**src/rtl/key_ctrl_pkg.sv**
```systemverilog
// rtl/key_ctrl_pkg.sv - shared types and constants for the key command arbiter
package key_ctrl_pkg;

  localparam int KEY_W_DEF = 5;
  localparam int CNT_W     = 4;

  typedef enum logic [1:0] {
    ST_IDLE  = 2'd0,
    ST_ISSUE = 2'd1,
    ST_GAP   = 2'd2
  } state_t;

endpackage

```
**src/rtl/rr_arb2.sv**
```systemverilog
// rtl/rr_arb2.sv - combinational two-way round-robin pick
module rr_arb2 (
  input  logic Req0,
  input  logic Req1,
  input  logic LastGrant,
  output logic GrantValid,
  output logic GrantId
);

  always_comb begin
    GrantValid = Req0 | Req1;
    // On a tie the requester that did not win last time goes first.
    if (Req0 && Req1) begin
      GrantId = ~LastGrant;
    end else begin
      GrantId = Req1;
    end
  end

endmodule

```
**src/rtl/key_cmd_arbiter.sv**
```systemverilog
// rtl/key_cmd_arbiter.sv - arbitrates two key requesters onto one key command port
module key_cmd_arbiter
  import key_ctrl_pkg::*;
#(
  parameter int KEY_W       = KEY_W_DEF,
  parameter int HOLD_CYCLES = 4
) (
  input  logic             Clk,
  input  logic             Reset,
  input  logic             Req0,
  input  logic [KEY_W-1:0] Key0,
  output logic             Ack0,
  input  logic             Req1,
  input  logic [KEY_W-1:0] Key1,
  output logic             Ack1,
  output logic [KEY_W-1:0] InputKey,
  output logic             ValidCmd,
  output logic             Busy,
  output logic             GrantId
);

  localparam logic [CNT_W-1:0] LAST_CNT = CNT_W'(HOLD_CYCLES - 1);

  state_t           state;
  logic [CNT_W-1:0] cnt;
  logic [KEY_W-1:0] cmd_key;
  logic             last_grant;
  logic             gnt_valid;
  logic             gnt_id;

  rr_arb2 u_rr_arb2 (
    .Req0       (Req0),
    .Req1       (Req1),
    .LastGrant  (last_grant),
    .GrantValid (gnt_valid),
    .GrantId    (gnt_id)
  );

  // The command register only reaches the port while the command is valid.
  assign InputKey = ValidCmd ? cmd_key : '0;

  always_ff @(posedge Clk) begin
    if (!Reset) begin
      state      <= ST_IDLE;
      cnt        <= '0;
      cmd_key    <= '0;
      last_grant <= 1'b1;
      GrantId    <= 1'b0;
      ValidCmd   <= 1'b0;
      Busy       <= 1'b0;
      Ack0       <= 1'b0;
      Ack1       <= 1'b0;
    end else begin
      case (state)
        ST_IDLE: begin
          Ack0 <= 1'b0;
          Ack1 <= 1'b0;
          if (gnt_valid) begin
            cmd_key    <= gnt_id ? Key1 : Key0;
            GrantId    <= gnt_id;
            last_grant <= gnt_id;
            cnt        <= '0;
            ValidCmd   <= 1'b1;
            Busy       <= 1'b1;
            state      <= ST_ISSUE;
          end
        end
        ST_ISSUE: begin
          if (cnt == LAST_CNT) begin
            cnt      <= '0;
            ValidCmd <= 1'b0;
            Ack0     <= ~GrantId;
            Ack1     <= GrantId;
            state    <= ST_GAP;
          end else begin
            cnt <= cnt + 1'b1;
          end
        end
        ST_GAP: begin
          Ack0  <= 1'b0;
          Ack1  <= 1'b0;
          Busy  <= 1'b0;
          state <= ST_IDLE;
        end
        default: begin
          ValidCmd <= 1'b0;
          Busy     <= 1'b0;
          Ack0     <= 1'b0;
          Ack1     <= 1'b0;
          cnt      <= '0;
          state    <= ST_IDLE;
        end
      endcase
    end
  end

endmodule
```
**config.mk**
```make
export PLATFORM = sky130hd
export DESIGN_NAME = key_cmd_arbiter
export DESIGN_NICKNAME = d
export VERILOG_FILES = /design/src/rtl/key_ctrl_pkg.sv /design/src/rtl/rr_arb2.sv /design/src/rtl/key_cmd_arbiter.sv
export SDC_FILE = /design/constraint.sdc
export NUM_CORES = 1
export LEC_CHECK = 0
export BUFFER_PORTS_ARGS = -buffer_cell sky130_fd_sc_hd__clkbuf_2
export CORE_MARGIN = 4
export CORE_UTILIZATION = 49
export DETAILED_ROUTE_END_ITERATION = 12
export GPL_ROUTABILITY_DRIVEN = 0
export PLACE_DENSITY_LB_ADDON = 0.1
export SLEW_MARGIN = 15
export SYNTH_ARGS = -nofsm -noshare
export SYNTH_HDL_FRONTEND = slang
export SYNTH_SLANG_ARGS = --single-unit
```
**constraint.sdc**
```tcl
create_clock -name Clk -period 1.69 [get_ports Clk]
set_input_delay 0.2535 -clock Clk [delete_from_list [all_inputs] [get_ports Clk]]
set_output_delay 0.2535 -clock Clk [all_outputs]
set_load 0.01 [all_outputs]
```
==> run summary, run 1 <==
The flow ran to the end, and the final reports show no timing, DRC or antenna violations. CTS placed an instance of clkbuf_4 at the clock tree root. Counting flops and latches in the post-synthesis netlist gives 17.

The layout cell share with drive strength beyond 1 is 0.349. The post-route clock skew was 8.19 ps. The run gives 0.159 as the global router's overall resource usage. The maximum fanout along the worst path is 6. The worst register-to-register path begins at cnt[0].

The total wire length after detailed routing is 1.63 mm, and the area added between synthesis and finish is 17.5%. After the first detailed-routing iteration, the DRC count stood at 8. The synthesized netlist cell count was 83; the required time of the worst setup path was 1880 ps.

Across the run, the number of max-cap violations was 0. The share of the core filled with cells in the final layout was 0.627; the floorplan die width was 49.0 µm. The clock passes through at most 2 buffers. The detail route stage leaves a number of antenna-violating nets equal to 0. The most common cell after layout, fill and taps aside is clkbuf_2. The tools report the initial standard-cell utilization of the core as 0.533. The analysis attributes to cell leakage a power of 0.000441 µW. For the total number of vias, the log shows 686. Setup repair after global routing left no endpoint under its margin. The run gives 125 as the number of standard cells in the layout, taps in and fillers out.

The count of hold buffers inserted by post-cts repair was 0; the number of cells in the design after placement was 121. Path type of the worst min-delay path: in2reg. The type of destination of the critical path is a flip-flop. The number of cells on the worst hold path is 3, and the register-to-register setup slack is 340 ps. The power density relative to cell area is 891 mW/mm². TritonCTS built the clock tree. After legalization and detailed placement, the total HPWL measured 1.28 mm. The per-cell via count in the routed design works out to 5.49. Timing would allow up to 743 MHz. Total negative setup slack: 0 ps. During placement, the flow inserted port buffers numbering 23. The number of cell instances on the worst register-to-register path works out to 4. Setup violations remaining at the end of the flow were counted as 0. The via count of the first global-routing pass was 687. After detailed routing, the number of remaining DRC violations is 0. The synthesized netlist occupies a cell area of 822 µm². Endpoint of the lowest-slack register-to-register path: Ack1. The library cells used most frequently in the layout, excluding fill and tap cells, are clkbuf_2, dfxtp_1, nand2_1, a21oi_1, and2_1. The area of the die was 0.00240 mm²; the CTS buffer count was 3.

For the worst-skew pair, the clock arrives at the later sink with an insertion delay of 300 ps. The logs give 0.721 for the relative slew slack and 98 for the number of nets produced by synthesis. In this run, distinct cell masters in the synthesized netlist total 31. The post-CTS setup buffer count came out at 0.

The smallest clock period supported by the final layout is computed as 1350 ps. The number of hold violations in the final report is 0, and the number of antenna violations at the first check in global routing is 0. In this run the mean area of a mapped cell was 9.90 µm². STA puts the critical path data arrival time at 1530 ps. The die is 49.0 µm tall. STA classifies the critical path startpoint as a flip-flop.

The run gives 24 as the count of pins on the block boundary. Worst min-delay path startpoint: Key0[3]. IR analysis of the VDD net gives a maximum drop of 0.000521 V. Summed over all layers, the global routing overflow is 0. For the pin with the worst max-slew slack, the measured transition is 417 ps.

The sequential element share of the synthesized area is 0.414, and the placeable core area is 0.00154 mm². The worst hold path terminates at cmd_key[3]. The final number of max-transition violations is 0. Once the clock tree was built, the resizer swapped 0 gates to a different size.

The count of standard-cell rows came out at 14. In the final routed layout, each cell accounts on average for 13.1 µm. 0 antenna diodes ended up in the layout. The first global-routing pass estimated 3.04 mm of wire.

The part of the cycle the worst path needs was 0.797; the total power was 861 µW. For the number of H-tree levels, the log shows 1. During synthesis, Yosys emitted a total of 0 warnings. Entering global routing, the biggest net connects 11 pins. For the first-pass iteration count of the detailed router, the log shows 4. The clock-pin transition on the worst setup and hold timing paths is 100 ps.

The type of the worst setup path is reg2reg. The number of nets in the finished design is 125, and the number of sinks on the clock net is 17.
-- metal layers --
| metal | vias to the layer above | GRT usage | part of all wire |
|---|---|---|---|
| li1 | 349 | - | - |
| met1 | 321 | 0.196 | 0.47 |
| met2 | 12 | 0.254 | 0.48 |
| met3 | 4 | 0.0398 | 0.034 |
| met4 | 0 | 0.0807 | 0.018 |
| met5 | - | 0 | 0 |
-- final cells by class --
cell class | instances | area (µm²)
inverters | 4 | 15.0
multi-input cells | 60 | 440
clock buffers | 3 | 22.5
repair buffers | 24 | 123
clock inverters | 1 | 5.00
flip-flops and latches | 17 | 340
fillers | 154 | 576
well taps | 16 | 20.0
-- worst max-delay path, cell delays in order (launching register included) --
cell and delay, ps:
dfxtp_1 380, ha_1 190, nor3b_2 390, mux2i_1 230, nor2_1 50
-- worst max-delay path by stage --
stage / from / endpoint / slack, ps / cells after the start
2_1_floorplan: cnt[0] / Ack0 / 480 / 4
3_3_place_gp: cnt[0] / Ack0 / 360 / 4
3_5_place_dp: cnt[0] / Ack0 / 350 / 4
4_1_cts: cnt[0] / Ack0 / 330 / 4
5_1_grt: cnt[0] / Ack0 / 180 / 4
6_report: cnt[0] / Ack1 / 340 / 4
-- per-stage QoR --
step	worst slack, ps	area (µm²)	hold slack, ps
after floorplan	481	822	330
after global placement	362	938	473
after detailed placement	345	938	501
after CTS	331	966	207
after global routing	181	966	187
final	344	966	208
-- report_power, final --
group | internal (µW) | switching (µW) | leakage [µW]
clock network | 88.2 | 134 | 0.0000177
registers | 435 | 29.4 | 0.000140
logic | 82.9 | 91.5 | 0.000283
total | 606 | 255 | 0.000441
-- synthesized netlist by cell type --
library cell,count,share of area
dfxtp_1,17,0.41
nand2_1,10,0.046
a21oi_1,8,0.049
and2_1,6,0.046
a311oi_2,5,0.091
inv_1,4,0.018
a21o_1,2,0.018
a22o_1,2,0.021
mux2i_1,2,0.024
nand3b_1,2,0.018
nor2_1,2,0.0091
nor3_1,2,0.012
o21a_1,2,0.018
o21ai_0,2,0.012
a211oi_4,1,0.024
a21bo_2,1,0.012
a21boi_0,1,0.0091
and2_4,1,0.011
and3_1,1,0.0076
buf_6,1,0.014
buf_8,1,0.018
ha_1,1,0.015
nand2b_1,1,0.0076
nand3_1,1,0.0061
nor2_4,1,0.014
nor2b_1,1,0.0076
nor3b_2,1,0.015
o211a_1,1,0.012
o2bb2ai_1,1,0.011
or2_1,1,0.0076
xnor2_1,1,0.011
-- sequential cells by signal (all words and copies together), names as in the netlist --
name and count:
last_grant 1, ValidCmd 1, Ack0 1, cmd_key 5
state 2, GrantId 1, Busy 1, Ack1 1
cnt 4
-- cell families (layout without fill, tap and decap cells) --
| kind of cell | count (synthesis) | count (layout) | share of synthesized area |
|---|---|---|---|
| simple gates | 30 | 30 | 0.207 |
| compound gates | 26 | 26 | 0.279 |
| flops | 17 | 17 | 0.414 |
| buf+inv | 6 | 32 | 0.0502 |
| mux | 2 | 2 | 0.0244 |
| fa+ha+maj | 1 | 1 | 0.0152 |
| xor+xnor | 1 | 1 | 0.0107 |
Power figures use the tool's default switching activity.
==> run 2: changes to the inputs <==
- CORE_UTILIZATION: 49 -> 44
- clock period: 1.69 -> 1.1 ns (I/O delays scaled with it)
==> run summary, run 2 (same netlist as run 1, synthesis figures left out) <==
The run finished, with violations left. For the max-cap violation count, the log shows 0. The worst setup path is captured at a flip-flop. The cell area after layout is 0.00113 mm². The initial standard-cell utilization of the core is 0.471. STA puts the critical path data required time at 1280 ps. Along the worst path, the maximum fanout reaches 3.

The number of nets still failing antenna checks after routing is 0, and the final routed wire length divided by cell count is 11.7 µm. Register with the most flip-flops: cmd_key. Setup violations remaining at the end of the flow were counted as 4. The logs give 4 for the first-pass iteration count of the detailed router and 1 for the number of H-tree levels. The signal on the critical path passes through ha_4 > nor3b_4 > buf_6 > mux2i_1 > nor2_1. Number of sinks on the clock net: 17. In the final layout, the multi-input gates occupy 474 µm². The logs give 2 for the number of buffers between clock root and the deepest sink and 154 for the layout filler cell count. The via count of the first global-routing pass is 702. Total buffers and inverters traversed by the critical path: 1. The detailed router finished its first iteration with 11 violations. Counting cells, the worst reg-to-reg path comes to 5. For this design the static power due to leakage is 0.000514 µW.

Entering global routing, the biggest net connects 11 pins. In the routed layout, each cell is associated on average with a via count of 4.86. The relative slew slack is 0.816.

The slowest stage cell on the critical path is dfxtp_2. The worst hold path was traced through 2 stages. The register with the most flip-flops in the layout has 5 of them. Clock-pin slew was measured on the worst setup and hold paths at 100 ps. Setup repair after global routing could not meet its margin everywhere. TritonCTS built the clock tree. Data arrives at the worst endpoint at 1340 ps. The logs give 280 ps for the clock latency reported for the late side of the worst-skew pair and 24 for the count of pins on the block boundary.

IR analysis of the VDD net gives a maximum drop of 0.000755 V. The number of antenna violations at the first check in global routing is 0, and the power density relative to cell area is 1220 mW/mm². The die covers 0.00262 mm².

Post-route clock skew: 4.28 ps. The instance area after placement was 0.00105 mm²; the CTS buffer count was 3. The number of hold violations in the final report came out at 0.

At the end of the flow, the number of nets in the layout was 140. The largest registers in the layout are cmd_key x5, cnt x4, state x2. The clock period minus worst slack works out to 1160 ps. Row generation in the floorplan step produced 15 rows. The most common cell after layout, fill and taps aside is clkbuf_2. Compared with the post-synthesis result, the final layout area differs by 37.3%. The layout cell share with drive strength beyond 1 was 0.492.

Summed over all layers, the routed wires come to 1.75 mm. For the pin with the worst max-slew slack, the measured transition is 275 ps. For this run, the slowest stage of the critical path takes 370 ps. The die is 51.2 µm wide.

During placement, the flow inserted port buffers numbering 23. In the final layout, flip-flops and latches occupy 349 µm². Path type of the worst min-delay path: in2reg.

Critical path's top delay family: flip-flops. The run gives 0.00175 mm² as the placeable core area. The final number of max-transition violations is 0, and the share of the core filled with cells in the final layout is 0.647.

The total number of vias is 724, and the timing-limited maximum frequency is 862 MHz. The number of antenna diodes in the final layout is 0. The die is 51.2 µm tall. The critical path crosses 5 cells after its start point. The tree is rooted in a clkbuf_4. The logs give 0.148 for the global router's overall resource usage and 149 for the number of standard cells in the layout, taps in and fillers out. The sum of overflow across all layers after global routing is 0.

The half-perimeter wire length after detailed placement came out at 1.32 mm. The part of the cycle the worst path needs is 1.05, and the global-route wire length before repair is 2.95 mm. Type of the worst setup path: reg2reg. The slack of the critical path came out at -59.5 ps. STA classifies the critical path startpoint as a flip-flop. The final reports fail on negative setup slack. In the layout the commonest cells are clkbuf_2, buf_4, dfxtp_1, nand2_1, a21oi_1.

The tools report the number of design rule violations left after detail routing as 0. Including well taps, the total number of placed cells is 141.
run 2: area by class of cell:
type	count	share of cell area
inverter	4	0.0133
clock buffer	3	0.0200
sequential	17	0.309
tap	25	0.0277
multi-input combinational	61	0.420
clock inverter	1	0.00443
timing repair buffer	38	0.205
run 2: path summary, 6_finish.rpt:
path | to | from | slack (ps)
worst min register to register | Ack0 | Ack0 | 510
worst min-delay path | last_grant | Reset | 120
worst max register to register | Ack1 | cnt[0] | -60
worst max-delay path | Ack1 | cnt[0] | -60
run 2: layer usage:
| metal | track usage | share of wire | up-vias |
|---|---|---|---|
| met1 | 0.183 | 0.45 | 328 |
| li1 | - | - | 378 |
| met2 | 0.249 | 0.50 | 16 |
| met5 | 0 | 0 | - |
| met3 | 0.0262 | 0.049 | 2 |
| met4 | 0.0655 | 0.0057 | 0 |
run 2: per-stage QoR:
step / power [µW] / TNS, ps / worst slack [ps] / hold WS (ps)
2_1_floorplan: 933 / -4.59 / -2.30 / 241
4_1_cts: 1380 / -200 / -80.7 / 114
5_1_grt: 1470 / -938 / -180 / 113
6_report: 1380 / -228 / -59.5 / 125
3_3_place_gp: 1040 / -199 / -38.3 / 416
3_5_place_dp: 1050 / -364 / -84.2 / 428
run 2: what timing repair did:
item | 4_1_cts | 5_1_grt
hold buffers | 0 | 0
cloned | 0 | 1
buffers inserted | 2 | 2
resized for setup | 6 | 3
setup endpoints to repair | 10 | 16
pin swaps | 1 | 3
endpoints found under the hold margin | 0 | 0
run 2: power breakdown:
part	total, µW	leakage, µW	internal, µW	switching (µW)
clock	328	0.0000177	135	194
combinational	333	0.000355	171	162
sequential	714	0.000142	670	43.5
==> run 3: changes to the inputs <==
- TNS_END_PERCENT: unset -> 5
==> run summary, run 3 (same netlist as run 1, synthesis figures left out) <==
The flow ran to the end, but the final reports show violations. The final reports fail on negative setup slack. The tools report the slack of the critical path as -98.4 ps. Ranked by flip-flop count, first place goes to cmd_key. For the CTS buffer count, the log shows 3. The worst setup slack after placement is -84.2 ps. The floorplan die width works out to 51.2 µm. In this run the remaining antenna-violating nets after routing total 0. The detailed router finished its first iteration with 15 violations.

The count of hold buffers inserted by post-cts repair came out at 0. Layout cell share with drive strength beyond 1: 0.458. Entering global routing, the biggest net connects 11 pins. Share of total power in the clock network: 0.241. The signal on the critical path passes through ha_4 > nor3b_4 > mux2i_1 > nor2_1.

In this run the count of I/O pins placed on the die edge is 24. TritonCTS built the clock tree. The number of cells on the worst reg-to-reg path is 4. The area growth from synthesis to layout is 32.0%.

The logs give 681 for the via count of the first global-routing pass and 136 for the number of nets in the finished design. Path type of the worst min-delay path: in2reg. Summed over all nets, the half-perimeter wirelength after detailed placement is 1.32 mm.

For the worst setup path, the data arrival time is 1380 ps. Part of the total power dissipated in combinational logic: 0.236. In the final layout, the registers with the most flip-flops are cmd_key x5, cnt x4, state x2.

The worst hold path begins at Reset. The type of the worst setup path is reg2reg. The first-pass iteration count of the detailed router is 4. STA classifies the critical path startpoint as a flip-flop. Type of destination of the critical path: a flip-flop. The first global-routing pass estimated 2.79 mm of wire. The logs give -100 ps for the register-to-register setup slack and 709 for the total number of vias. The sum of overflow across all layers after global routing came out at 0.

The clock period minus worst slack was 1200 ps; the cell-internal power was 972 µW. The final routed wire length divided by cell count was 11.4 µm. The analysis attributes to net switching a power of 388 µW.

For hold timing, the worst endpoint is last_grant. The largest single stage delay on the critical path is 370 ps. Max-cap violations in this run came to 0. Row generation in the floorplan step produced 15 rows.

The switching power share of the total was 0.285; the global router's overall resource usage was 0.140. Summed over all cells, the static leakage comes to 0.000491 µW. The slew at the pin with the worst max-slew slack came out at 316 ps. Leaving out fill and tap cells, the most frequent cell in the layout is clkbuf_2.

The tools report the highest ir drop seen on vdd as 0.000753 V. Critical path's top delay family: flip-flops. The count of buffers added on input and output ports is 23.

The number of flip-flops in the largest register is 5, and the number of cells on the worst hold path is 2. The slowest stage of the critical path is the dfxtp_2 cell. The clock-pin transition on the worst setup and hold timing paths is 100 ps. The vertical extent of the die is 51.2 µm. In the routed layout, each cell is associated on average with a via count of 4.89. Leaving out fill and tap cells, the most frequent cells in the layout are clkbuf_2, dfxtp_1, buf_4, nand2_1, a21oi_1. Area of the die: 0.00262 mm².

The run gives 1280 ps as the required time of the worst setup path. The power density relative to cell area was 1250 mW/mm²; the total wire length after detailed routing was 1.65 mm. The clock latency reported for the late side of the worst-skew pair is 280 ps.

In this run the clock root is driven by a clkbuf_4. The part of the cycle the worst path needs is 1.09. In this run the standard cell core region covers 0.00175 mm². The tools report the number of design rule violations left after detail routing as 0.

Counting every sink on the clock net gives 17. For the number of antenna violations at the first check in global routing, the log shows 0. The final number of max-transition violations was 0; the maximum fanout along the worst path was 6. Clock skew on the completed layout was measured at 4.88 ps. The worst register-to-register path ends at Ack1. For the relative contribution of sequential cells to total power, the log shows 0.523. The critical path contains buffers and inverters numbering 0 combined.

For the final routed database, the setup TNS stands at -335 ps. The tools report the relative slew slack as 0.789. Timing would allow up to 834 MHz. Setup violations remaining at the end of the flow were counted as 4. The total power was 1360 µW; the number of buffers between clock root and the deepest sink was 2. The run gives 0 as the number of hold violations in the final report.

Setup repair after global routing could not meet its margin everywhere. The repair_antennas step left the layout with diodes totalling 0. In this run the critical register-to-register path is launched from cnt[1].

The number of H-tree levels is 1, and the initial standard-cell utilization of the core is 0.471.
run 3: cell types whose count changed in the layout (fill, tap and decap cells not counted), sizes merged:
| cell | before | now |
|---|---|---|
| buf | 15 | 12 |
| nor2 | 4 | 3 |
run 3: power by group through the flow:
stage | logic (µW) | registers (µW) | clock network (µW)
6_report | 321 | 712 | 327
5_1_grt | 352 | 722 | 374
4_1_cts | 324 | 712 | 343
3_5_place_dp | 322 | 725 | 0
3_3_place_gp | 317 | 723 | 0
2_1_floorplan | 205 | 729 | 0
run 3: worst max path at each step:
stage / start / end / slack (ps) / depth (start not counted)
6_report: cnt[1] / Ack1 / -100 / 4
5_1_grt: cnt[1] / Ack0 / -220 / 4
4_1_cts: cnt[1] / Ack1 / -100 / 4
3_5_place_dp: cnt[1] / Ack1 / -80 / 4
3_3_place_gp: cnt[1] / Ack1 / -40 / 4
2_1_floorplan: cnt[0] / Ack0 / -2 / 4
run 3: final cells by class:
type,instances,area [µm²]
multi-input combinational,60,459
timing repair buffer,35,205
clock inverter,1,5.00
sequential,17,347
tap,25,31.3
inverter,4,15.0
clock buffer,3,22.5
fill,157,661
run 3: what timing repair did:
action | 4_1_cts | 5_1_grt
gates resized for setup | 2 | 1
buffers inserted | 0 | 0
setup endpoints to repair | 10 | 13
run 3: metal layers:
metal  vias to the layer above  part of all wire  GRT usage
li1                        373                 -          -
met2                        16              0.49      0.232
met5                         -                 0          0
met1                       318              0.45      0.174
met4                         0            0.0061     0.0655
met3                         2             0.051     0.0262
run 3: through the flow:
| step | util | hold WS [ps] | instance area [µm²] | cells |
|---|---|---|---|---|
| final | 0.622 | 126 | 1080 | 145 |
| after global routing | 0.622 | 112 | 1080 | 145 |
| after CTS | 0.622 | 114 | 1080 | 145 |
| after detailed placement | 0.604 | 428 | 1050 | 141 |
| after global placement | 0.604 | 416 | 1050 | 141 |
| after floorplan | - | 241 | 845 | 83 |
